===== config.mk =====
export PLATFORM = sky130hd
export DESIGN_NAME = mem_stage_sram_ctrl_flat
export DESIGN_NICKNAME = d
export VERILOG_FILES = /design/src/rtl/mem_stage_sram_ctrl_pkg.sv /design/src/rtl/mem_stage_sram_ctrl_if.sv /design/src/rtl/mem_stage_sram_ctrl_wait_counter.sv /design/src/rtl/mem_stage_sram_ctrl.sv /design/src/flat_wrapper.sv
export SDC_FILE = /design/constraint.sdc
export NUM_CORES = 1
export LEC_CHECK = 0
export BUFFER_PORTS_ARGS = -buffer_cell sky130_fd_sc_hd__buf_2
export CORE_ASPECT_RATIO = 1.4
export CORE_MARGIN = 2
export CORE_UTILIZATION = 23
export CTS_CLUSTER_DIAMETER = 40
export DETAILED_ROUTE_END_ITERATION = 12
export HOLD_SLACK_MARGIN = 0.15
export PLACE_DENSITY = 0.45
export SYNTH_ARGS = -nofsm -noshare
export SYNTH_HDL_FRONTEND = slang
export SYNTH_SLANG_ARGS = --single-unit

===== constraint.sdc =====
create_clock -name clk -period 5.04 [get_ports clk]
set_clock_uncertainty 0.15 [all_clocks]
set_input_delay 1.008 -clock clk [delete_from_list [all_inputs] [get_ports clk]]
set_output_delay 1.008 -clock clk [all_outputs]
set_load 0.005 [all_outputs]

===== src/rtl/mem_stage_sram_ctrl_pkg.sv =====
// Shared MEM-stage definitions: datapath widths, controller state encoding and
// the byte-address to SRAM half-word address mapping.
package mem_stage_sram_ctrl_pkg;
  localparam int DATA_W = 32;
  localparam int REG_AW = 5;
  localparam int HALF_W = 16;

  typedef enum logic [1:0] {
    MEM_IDLE = 2'd0,
    MEM_LO   = 2'd1,
    MEM_HI   = 2'd2,
    MEM_DONE = 2'd3
  } mem_state_e;

  // Half-word address of the low half of the word holding byte address addr.
  function automatic logic [DATA_W-1:0] lo_half_addr(input logic [DATA_W-1:0] addr,
                                                     input logic [DATA_W-1:0] base);
    logic [DATA_W-1:0] wa;
    wa = (addr - base) >> 2;
    return wa << 1;
  endfunction
endpackage


===== src/rtl/mem_stage_sram_ctrl_if.sv =====
// EXE/MEM -> MEM/WB pipeline signals plus the 16-bit external SRAM bus.
interface mem_stage_sram_ctrl_if #(parameter int SRAM_AW = 18);
  import mem_stage_sram_ctrl_pkg::*;

  logic                           WB_en_in;
  logic                           MEM_R_EN_in;
  logic                           MEM_W_EN_in;
  logic        [DATA_W-1:0]       ALU_result_in;
  logic        [DATA_W-1:0]       ST_val_in;
  logic        [REG_AW-1:0]       Dest_in;
  logic                           WB_en_out;
  logic                           MEM_R_EN_out;
  logic        [DATA_W-1:0]       ALU_result_out;
  logic        [DATA_W-1:0]       Mem_read_value;
  logic        [REG_AW-1:0]       Dest_out;
  logic                           freeze;
  logic        [SRAM_AW-1:0]      SRAM_ADDR;
  logic        [HALF_W-1:0]       SRAM_DQ_out;
  logic        [HALF_W-1:0]       SRAM_DQ_in;
  logic                           SRAM_DQ_oe;
  logic                           SRAM_WE_N;

  modport master (
    output WB_en_in, MEM_R_EN_in, MEM_W_EN_in, ALU_result_in, ST_val_in, Dest_in, SRAM_DQ_in,
    input  WB_en_out, MEM_R_EN_out, ALU_result_out, Mem_read_value, Dest_out, freeze,
           SRAM_ADDR, SRAM_DQ_out, SRAM_DQ_oe, SRAM_WE_N
  );

  modport slave (
    input  WB_en_in, MEM_R_EN_in, MEM_W_EN_in, ALU_result_in, ST_val_in, Dest_in, SRAM_DQ_in,
    output WB_en_out, MEM_R_EN_out, ALU_result_out, Mem_read_value, Dest_out, freeze,
           SRAM_ADDR, SRAM_DQ_out, SRAM_DQ_oe, SRAM_WE_N
  );
endinterface


===== src/rtl/mem_stage_sram_ctrl_wait_counter.sv =====
// WAIT_CYCLES-modulo counter: clears while idle, flags the last cycle of each half-word transfer.
module mem_wait_counter #(
  parameter  int WAIT_CYCLES = 1,
  localparam int CW          = (WAIT_CYCLES > 1) ? $clog2(WAIT_CYCLES) : 1
) (
  input  logic clk,
  input  logic rst,
  input  logic i_clr,
  input  logic i_en,
  output logic o_last
);
  logic [CW-1:0] r_cnt;
  logic          w_last;

  assign w_last = (r_cnt == CW'(WAIT_CYCLES - 1));
  assign o_last = w_last;

  always_ff @(posedge clk) begin
    if (rst || i_clr) begin
      r_cnt <= '0;
    end else if (i_en) begin
      r_cnt <= w_last ? '0 : r_cnt + 1'b1;
    end
  end
endmodule


===== src/rtl/mem_stage_sram_ctrl.sv =====
// MEM stage: passes ALU ops straight through, runs loads/stores as two SRAM
// half-word transfers while holding freeze, then presents the result in DONE.
module mem_stage_sram_ctrl
  import mem_stage_sram_ctrl_pkg::*;
#(
  parameter logic [31:0] ADDR_BASE   = 32'd1024,
  parameter int          SRAM_AW     = 18,
  parameter int          WAIT_CYCLES = 1
) (
  input logic                  clk,
  input logic                  rst,
  mem_stage_sram_ctrl_if.slave bus
);
  mem_state_e          r_state;
  logic [SRAM_AW-1:0]  r_sram_addr;
  logic [HALF_W-1:0]   r_dq_out;
  logic                r_we_n;
  logic                r_oe;
  logic [DATA_W-1:0]   r_st_val;
  logic [DATA_W-1:0]   r_alu;
  logic [REG_AW-1:0]   r_dest;
  logic                r_wb_en;
  logic                r_rd_req;
  logic                r_wr;
  logic [HALF_W-1:0]   r_rd_lo;
  logic [DATA_W-1:0]   r_rd_data;

  logic                w_req;
  logic                w_wr;
  logic                w_idle;
  logic                w_busy;
  logic                w_done;
  logic                w_freeze;
  logic                w_last;
  logic [SRAM_AW-1:0]  w_lo_addr;

  assign w_req     = bus.MEM_R_EN_in | bus.MEM_W_EN_in;
  // A simultaneous read and write request is serviced as a read.
  assign w_wr      = bus.MEM_W_EN_in & ~bus.MEM_R_EN_in;
  assign w_idle    = (r_state == MEM_IDLE);
  assign w_busy    = (r_state == MEM_LO) || (r_state == MEM_HI);
  assign w_done    = (r_state == MEM_DONE);
  assign w_freeze  = (w_idle & w_req) | w_busy;
  assign w_lo_addr = SRAM_AW'(lo_half_addr(bus.ALU_result_in, ADDR_BASE));

  mem_wait_counter #(.WAIT_CYCLES(WAIT_CYCLES)) u_wait (
    .clk   (clk),
    .rst   (rst),
    .i_clr (~w_busy),
    .i_en  (w_busy),
    .o_last(w_last)
  );

  always_ff @(posedge clk) begin
    if (rst) begin
      r_state     <= MEM_IDLE;
      r_sram_addr <= '0;
      r_dq_out    <= '0;
      r_we_n      <= 1'b1;
      r_oe        <= 1'b0;
      r_st_val    <= '0;
      r_alu       <= '0;
      r_dest      <= '0;
      r_wb_en     <= 1'b0;
      r_rd_req    <= 1'b0;
      r_wr        <= 1'b0;
      r_rd_lo     <= '0;
      r_rd_data   <= '0;
    end else begin
      case (r_state)
        MEM_IDLE: begin
          if (w_req) begin
            r_state     <= MEM_LO;
            r_sram_addr <= w_lo_addr;
            r_dq_out    <= bus.ST_val_in[HALF_W-1:0];
            r_we_n      <= ~w_wr;
            r_oe        <= w_wr;
            r_st_val    <= bus.ST_val_in;
            r_alu       <= bus.ALU_result_in;
            r_dest      <= bus.Dest_in;
            r_wb_en     <= bus.WB_en_in;
            r_rd_req    <= bus.MEM_R_EN_in;
            r_wr        <= w_wr;
          end
        end
        MEM_LO: begin
          if (w_last) begin
            r_state     <= MEM_HI;
            r_sram_addr <= {r_sram_addr[SRAM_AW-1:1], 1'b1};
            r_dq_out    <= r_st_val[DATA_W-1:HALF_W];
            if (!r_wr) r_rd_lo <= bus.SRAM_DQ_in;
          end
        end
        MEM_HI: begin
          if (w_last) begin
            r_state <= MEM_DONE;
            r_we_n  <= 1'b1;
            r_oe    <= 1'b0;
            if (!r_wr) r_rd_data <= {bus.SRAM_DQ_in, r_rd_lo};
          end
        end
        MEM_DONE: r_state <= MEM_IDLE;
        default:  r_state <= MEM_IDLE;
      endcase
    end
  end

  // In IDLE the stage is transparent; otherwise the latched instruction is presented.
  assign bus.freeze         = w_freeze;
  assign bus.WB_en_out      = w_idle ? (bus.WB_en_in & ~w_freeze) : (w_done & r_wb_en);
  assign bus.MEM_R_EN_out   = w_idle ? bus.MEM_R_EN_in   : r_rd_req;
  assign bus.ALU_result_out = w_idle ? bus.ALU_result_in : r_alu;
  assign bus.Dest_out       = w_idle ? bus.Dest_in       : r_dest;
  assign bus.Mem_read_value = r_rd_data;
  assign bus.SRAM_ADDR      = r_sram_addr;
  assign bus.SRAM_DQ_out    = r_dq_out;
  assign bus.SRAM_WE_N      = r_we_n;
  assign bus.SRAM_DQ_oe     = r_oe;
endmodule


===== src/flat_wrapper.sv =====
// flat-port wrapper written by rule: the top's interface ports become plain ports
module mem_stage_sram_ctrl_flat import mem_stage_sram_ctrl_pkg::*;
#(
  parameter logic [31:0] ADDR_BASE   = 32'd1024,
  parameter int          SRAM_AW     = 18,
  parameter int          WAIT_CYCLES = 1
)
  (clk, rst, bus_WB_en_in, bus_MEM_R_EN_in, bus_MEM_W_EN_in, bus_ALU_result_in, bus_ST_val_in, bus_Dest_in, bus_SRAM_DQ_in, bus_WB_en_out, bus_MEM_R_EN_out, bus_ALU_result_out, bus_Mem_read_value, bus_Dest_out, bus_freeze, bus_SRAM_ADDR, bus_SRAM_DQ_out, bus_SRAM_DQ_oe, bus_SRAM_WE_N);
  mem_stage_sram_ctrl_if #(.SRAM_AW(SRAM_AW)) bus_i ();
  input logic clk;
  input logic rst;
  input wire logic [$bits(bus_i.WB_en_in)-1:0] bus_WB_en_in;
  input wire logic [$bits(bus_i.MEM_R_EN_in)-1:0] bus_MEM_R_EN_in;
  input wire logic [$bits(bus_i.MEM_W_EN_in)-1:0] bus_MEM_W_EN_in;
  input wire logic [$bits(bus_i.ALU_result_in)-1:0] bus_ALU_result_in;
  input wire logic [$bits(bus_i.ST_val_in)-1:0] bus_ST_val_in;
  input wire logic [$bits(bus_i.Dest_in)-1:0] bus_Dest_in;
  input wire logic [$bits(bus_i.SRAM_DQ_in)-1:0] bus_SRAM_DQ_in;
  output wire logic [$bits(bus_i.WB_en_out)-1:0] bus_WB_en_out;
  output wire logic [$bits(bus_i.MEM_R_EN_out)-1:0] bus_MEM_R_EN_out;
  output wire logic [$bits(bus_i.ALU_result_out)-1:0] bus_ALU_result_out;
  output wire logic [$bits(bus_i.Mem_read_value)-1:0] bus_Mem_read_value;
  output wire logic [$bits(bus_i.Dest_out)-1:0] bus_Dest_out;
  output wire logic [$bits(bus_i.freeze)-1:0] bus_freeze;
  output wire logic [$bits(bus_i.SRAM_ADDR)-1:0] bus_SRAM_ADDR;
  output wire logic [$bits(bus_i.SRAM_DQ_out)-1:0] bus_SRAM_DQ_out;
  output wire logic [$bits(bus_i.SRAM_DQ_oe)-1:0] bus_SRAM_DQ_oe;
  output wire logic [$bits(bus_i.SRAM_WE_N)-1:0] bus_SRAM_WE_N;
  assign bus_i.WB_en_in = bus_WB_en_in;
  assign bus_i.MEM_R_EN_in = bus_MEM_R_EN_in;
  assign bus_i.MEM_W_EN_in = bus_MEM_W_EN_in;
  assign bus_i.ALU_result_in = bus_ALU_result_in;
  assign bus_i.ST_val_in = bus_ST_val_in;
  assign bus_i.Dest_in = bus_Dest_in;
  assign bus_i.SRAM_DQ_in = bus_SRAM_DQ_in;
  assign bus_WB_en_out = bus_i.WB_en_out;
  assign bus_MEM_R_EN_out = bus_i.MEM_R_EN_out;
  assign bus_ALU_result_out = bus_i.ALU_result_out;
  assign bus_Mem_read_value = bus_i.Mem_read_value;
  assign bus_Dest_out = bus_i.Dest_out;
  assign bus_freeze = bus_i.freeze;
  assign bus_SRAM_ADDR = bus_i.SRAM_ADDR;
  assign bus_SRAM_DQ_out = bus_i.SRAM_DQ_out;
  assign bus_SRAM_DQ_oe = bus_i.SRAM_DQ_oe;
  assign bus_SRAM_WE_N = bus_i.SRAM_WE_N;
  mem_stage_sram_ctrl #(.ADDR_BASE(ADDR_BASE), .SRAM_AW(SRAM_AW), .WAIT_CYCLES(WAIT_CYCLES)) u_core (.clk(clk), .rst(rst), .bus(bus_i));
endmodule

# Yosys cells after proc, flatten, opt, wreduce, memory -nomap -nowiden
# Cells that the tools add are included.
[op_classes] addsub=2 eq_ne=6 n_mux=21 bitwise_logic=13 n_reduce_logical=12
[ops] cell="18-bit one-hot mux with 2 select lines" count=1
[ops] cell="16-bit 2-to-1 mux" count=2
[ops] cell="32-bit 2-to-1 mux" count=1
[ops] cell="16-bit one-hot mux with 2 select lines" count=1
[ops] cell="19-bit by 11-bit subtractor with 19-bit output, second input constant" count=1
[ops] cell="18-bit 2-to-1 mux" count=1
[ops] cell="3-bit AND reduction" count=6
[ops] cell="1-bit 2-to-1 mux" count=8
[ops] cell="2-bit one-hot mux with 4 select lines" count=1
[ops] cell="1-bit inverter" count=7
[ops] cell="2-bit 2-to-1 mux" count=3
[ops] cell="5-bit 2-to-1 mux" count=1
[ops] cell="1-bit bitwise AND" count=4
[ops] cell="2-bit == test, second input constant" count=2
[ops] cell="2-bit != test, second input constant" count=2
[ops] cell="1-bit one-hot mux with 2 select lines" count=2
[ops] cell="2-bit nonzero test" count=2
[ops] cell="2-bit by 1-bit == test with 1-bit output, second input constant" count=1
[ops] cell="2-bit zero test" count=1
[ops] cell="1-bit logical OR" count=2
[ops] cell="2-bit by 1-bit != test with 1-bit output, second input constant" count=1
[ops] cell="1-bit OR" count=2
[ops] cell="2-bit AND reduction" count=1
[ops] cell="1-bit adder, second input constant" count=1
[totals] reg_bits=159 in_bits=90 output_inout_bits=108

# Depth between registers and ports, before layout
[logic_depth] depth_word=6 depth_mapped=8

# Modules after synthesis
# Synthesis repeated with hierarchy kept, for this count alone.
[hier_totals] hier_cells=701 area_unflattened_um2=5883.1
[modules_own_cells] module="mem_stage_sram_ctrl" n_inst=1 cells_each=699 area_per_inst_um2=5871.9 seq_area_each_um2=2842.7
[modules_own_cells] module="mem_wait_counter" n_inst=1 cells_each=2 area_per_inst_um2=11.3 seq_area_each_um2=0.0

# Worst setup path after synthesis
# Ideal clock, no wire load.
[synth_timing] kind="input to output" start="input port bus_MEM_R_EN_in" end="output port bus_freeze" arrival_ns=1.700 slack_ns=2.182 stages=4 path_buffers=2 path_cell_list="buf_2 > o21ai_0 > clkbuf_1 > nand2b_1"
[synth_between] elab_chain_len=3
[synth_lines] element="start: declaration" line="flat_wrapper.sv:13" text="input wire logic [$bits(bus_i.MEM_R_EN_in)-1:0] bus_MEM_R_EN_in;"
[synth_lines] element="1-bit OR" line="mem_stage_sram_ctrl.sv:37" text="assign w_req = bus.MEM_R_EN_in | bus.MEM_W_EN_in;"
[synth_lines] element="1-bit bitwise AND" line="mem_stage_sram_ctrl.sv:43" text="assign w_freeze = (w_idle & w_req) | w_busy;"
[synth_lines] element="1-bit OR" line="mem_stage_sram_ctrl.sv:43"
[synth_lines] element="end: declaration" line="flat_wrapper.sv:24" text="output wire logic [$bits(bus_i.freeze)-1:0] bus_freeze;"
# Every way passes these cells.

# Final worst setup path
[layout_timing] start="register u_core.r_state[0]" end="output port bus_ALU_result_out[22]"
[layout_between] elab_chain_len=2
[layout_lines] element="start: declaration" line="mem_stage_sram_ctrl.sv:14" text="mem_state_e r_state;"
[layout_lines] element="start signal: assignment" line="mem_stage_sram_ctrl.sv:56" text="r_state <= MEM_IDLE;"
[layout_lines] element="start signal: assignment" line="mem_stage_sram_ctrl.sv:73" text="r_state <= MEM_LO;"
[layout_lines] element="start signal: assignment" line="mem_stage_sram_ctrl.sv:88" text="r_state <= MEM_HI;"
[layout_lines] element="2-bit zero test" line="mem_stage_sram_ctrl.sv:40" text="assign w_idle = (r_state == MEM_IDLE);"
[layout_lines] element="32-bit 2-to-1 mux" line="mem_stage_sram_ctrl.sv:112" text="assign bus.ALU_result_out = w_idle ? bus.ALU_result_in : r_alu;"
[layout_lines] element="end: declaration" line="flat_wrapper.sv:21" text="output wire logic [$bits(bus_i.ALU_result_out)-1:0] bus_ALU_result_out;"
# Every way passes these cells.

==> impl_metrics.env <==
export IMPL_status="finished, final reports clean"
export IMPL_fp_dieH_um=193
export IMPL_avgSynthCellArea_um2=8.25
export IMPL_start_util=0.233
export IMPL_drtIter0Drc=195
export IMPL_ctsResizeCount=0
export IMPL_track_usage=0.137
export IMPL_timing_hold_violations_final=0
export IMPL_cp_arrival_ns=2.52
export IMPL_post_cts_buffers=0
export IMPL_peakVddDrop_mv=0.296
export IMPL_dp_hpwl_um=12600
export IMPL_die_w_um=139
export IMPL_rsz0062_at_grt="false"
export IMPL_cp_end_kind="output pin"
export IMPL_cp_max_fo=30
export IMPL_syn_area_um2=5890
export IMPL_grt_pass1_wl_um=29000
export IMPL_worst_path_max_delay_cell="ha_2"
export IMPL_maxSlewViolCount=0
export IMPL_viasPerCell=4.45
export IMPL_final_cell_area_um2=7740
export IMPL_n_antenna_cell=0
export IMPL_tightest_slew_ns=0.991
export IMPL_ant_nets=0
export IMPL_root_buffer="clkbuf_16"
export IMPL_io_buffers=197
export IMPL_grt_pass1_vias=5323
export IMPL_core_area_um2=25300
export IMPL_globalplace_congestion=0.705
export IMPL_setup_viol=0
export IMPL_drc_errors=0
export IMPL_synth_edff_count=0
export IMPL_dieArea_um2=26900
export IMPL_cts_tree="done"
export IMPL_ys_warn_count=0
export IMPL_rows=69
export IMPL_cts_buffer_depth=2
export IMPL_numCtsBuffers=17
export IMPL_htreeDepth=4
export IMPL_fin_hold_ws_ns=0.298
export IMPL_powerDensity_nw_per_um2=593
export IMPL_finalCritPeriodShare=0.731
export IMPL_path_cells="inv_1, ha_2, buf_4, mux2_2, buf_2"
export IMPL_cts_hold_fix_buffers=0
export IMPL_async_flop_share=0
export IMPL_yosys_most_used_dff="dfxtp_1"
export IMPL_crit_family="adder cells"
export IMPL_syn_to_final_growth_pct=31.3
export IMPL_final_setup_worst_slack_ns=1.36
export IMPL_drv_cap=0
export IMPL_tns_ns=0
export IMPL_clk_insertion_delay_late_ns=0.42
export IMPL_fmax_ghz=0.272
export IMPL_vias=5383
export IMPL_seq_area_frac_synth=0.482
export IMPL_placed_cell_area_um2=7120
export IMPL_io_pins=198
export IMPL_syn_num_nets=810
export IMPL_grt_max_degree=61
export IMPL_start_kind="flip-flop"
export IMPL_wl_per_cell_um=15.2
export IMPL_path_clk_slew_ns=0.06
export IMPL_layout_drive_gt1_share=0.317
export IMPL_netlist_instances=714
export IMPL_path_buf_inv=3
export IMPL_wl_um=18400
export IMPL_slowest_delay_ns=0.70
export IMPL_nets=975
export IMPL_overflow=0
export IMPL_critPathRequiredTime_ns=3.88
export IMPL_slew_headroom=0.339
export IMPL_worstHoldPathType="reg2reg"
export IMPL_critPathKind="reg2out"
export IMPL_synth_cell_types=35
export IMPL_yosys_register_bits=142
export IMPL_drt_first_pass_iters=4
export IMPL_min_period_ns=3.68
export IMPL_cts_sinks=142
export IMPL_power_leakage_nw=3.27
export IMPL_antenna_found_initial=1
export IMPL_dp_slack_ns=1.77
[kinds of logic (layout without fill, tap and decap cells)]
group           count (synthesis)  in the layout  synth area share
buf+inv                        66            244            0.0452
xor+xnor                        3              3           0.00446
simple gates                  277            277             0.201
fa+ha+maj                       6              6            0.0127
compound gates                165            165             0.153
flops                         142            142             0.482
mux                            55             55             0.102
[path summary, 6_finish.rpt]
kind,start,to,slack [ns],depth (start not counted)
max,u_core.r_state[0],bus_ALU_result_out[22],1.36,5
min,u_core.bus.SRAM_ADDR[10],u_core.bus.SRAM_ADDR[10],0.30,2
max reg2reg,u_core.r_state[0],u_core.bus.SRAM_DQ_out[1],2.10,5
min reg2reg,u_core.bus.SRAM_ADDR[10],u_core.bus.SRAM_ADDR[10],0.30,2
[synthesized netlist by cell type (all sizes together) (3+ instances only)]
cell     instances  area share
o2111ai          3      0.0045
nor2b            5      0.0053
xnor2            3      0.0045
mux2            38       0.073
o21ai            5      0.0049
clkbuf          37       0.024
inv              7      0.0045
nor2             7      0.0045
nand3            9      0.0076
nand3b           8       0.010
nand2b           3      0.0032
nor3             3      0.0025
nand2          220        0.14
mux2i           17       0.029
or3              8      0.0085
dfxtp          142        0.48
a21oi          134        0.11
ha               6       0.013
buf             22       0.017
or4              7      0.0096
a211oi          17       0.022
[report_power, final]
| part | total [mW] | internal, mW | switching [mW] |
|---|---|---|---|
| combinational | 1.73 | 0.718 | 1.01 |
| clock | 1.32 | 0.809 | 0.512 |
| sequential | 1.54 | 1.40 | 0.140 |
| total | 4.59 | 2.93 | 1.66 |
[cell usage in the layout, fill, tap and decap left out, types with 2 or more instances in the layout]
cell type / n
or3_1: 8
nor3_1: 3
ha_2: 2
clkinv_4: 4
or4_1: 6
buf_2: 196
nor3b_1: 2
nand2_1: 220
nor2_1: 7
nand3_1: 9
o2bb2ai_1: 2
a21oi_1: 134
clkbuf_16: 17
nand2b_1: 3
nor2b_1: 4
mux2_2: 38
clkinvlp_4: 3
xnor2_1: 3
nand3b_1: 8
clkbuf_8: 2
dfxtp_1: 142
inv_1: 7
a211oi_1: 17
bufinv_16: 3
o21ai_0: 3
buf_4: 9
o2111ai_1: 3
ha_1: 4
mux2i_1: 17
[sequential cells by signal (all words and copies together), names as in the netlist, 2 cells and up]
register,count
u_core.bus.Mem_read_value,32
u_core.bus.SRAM_ADDR,18
u_core.bus.SRAM_DQ_out,16
u_core.r_alu,32
u_core.r_dest,5
u_core.r_rd_lo,16
u_core.r_st_val,16
u_core.r_state,2
[worst min-delay path, stage by stage, from the launching register on]
cell and delay, ns:
dfxtp_1 0.30, nand2_1 0.05, a21oi_1 0.05
[metal layers]
layer  wire (µm)  part of all wire  vias up  track usage
li1            -                 -     2732            -
met1        7640              0.42     2512        0.155
met2        9600              0.52      118        0.245
met3         784             0.043       19       0.0342
met4         359             0.020        2       0.0509
met5          13           0.00071        -            0
[area by class of cell]
type	count	area, µm²
fillers	2787	17600
flip-flops and latches	142	2840
multi-input cells	506	2800
repair buffers	205	1050
clock buffers	20	457
well taps	319	399
clock inverters	12	161
inverters	7	26.3
[metrics by stage]
stage | std cells | power (mW) | utilization
after floorplan | 714 | 2.67 | -
after global placement | 1179 | 3.33 | 0.281
after detailed placement | 1179 | 3.35 | 0.281
after CTS | 1211 | 4.70 | 0.306
after global routing | 1211 | 4.93 | 0.306
final | 1211 | 4.59 | 0.306
(Power assumes the default switching activity.)
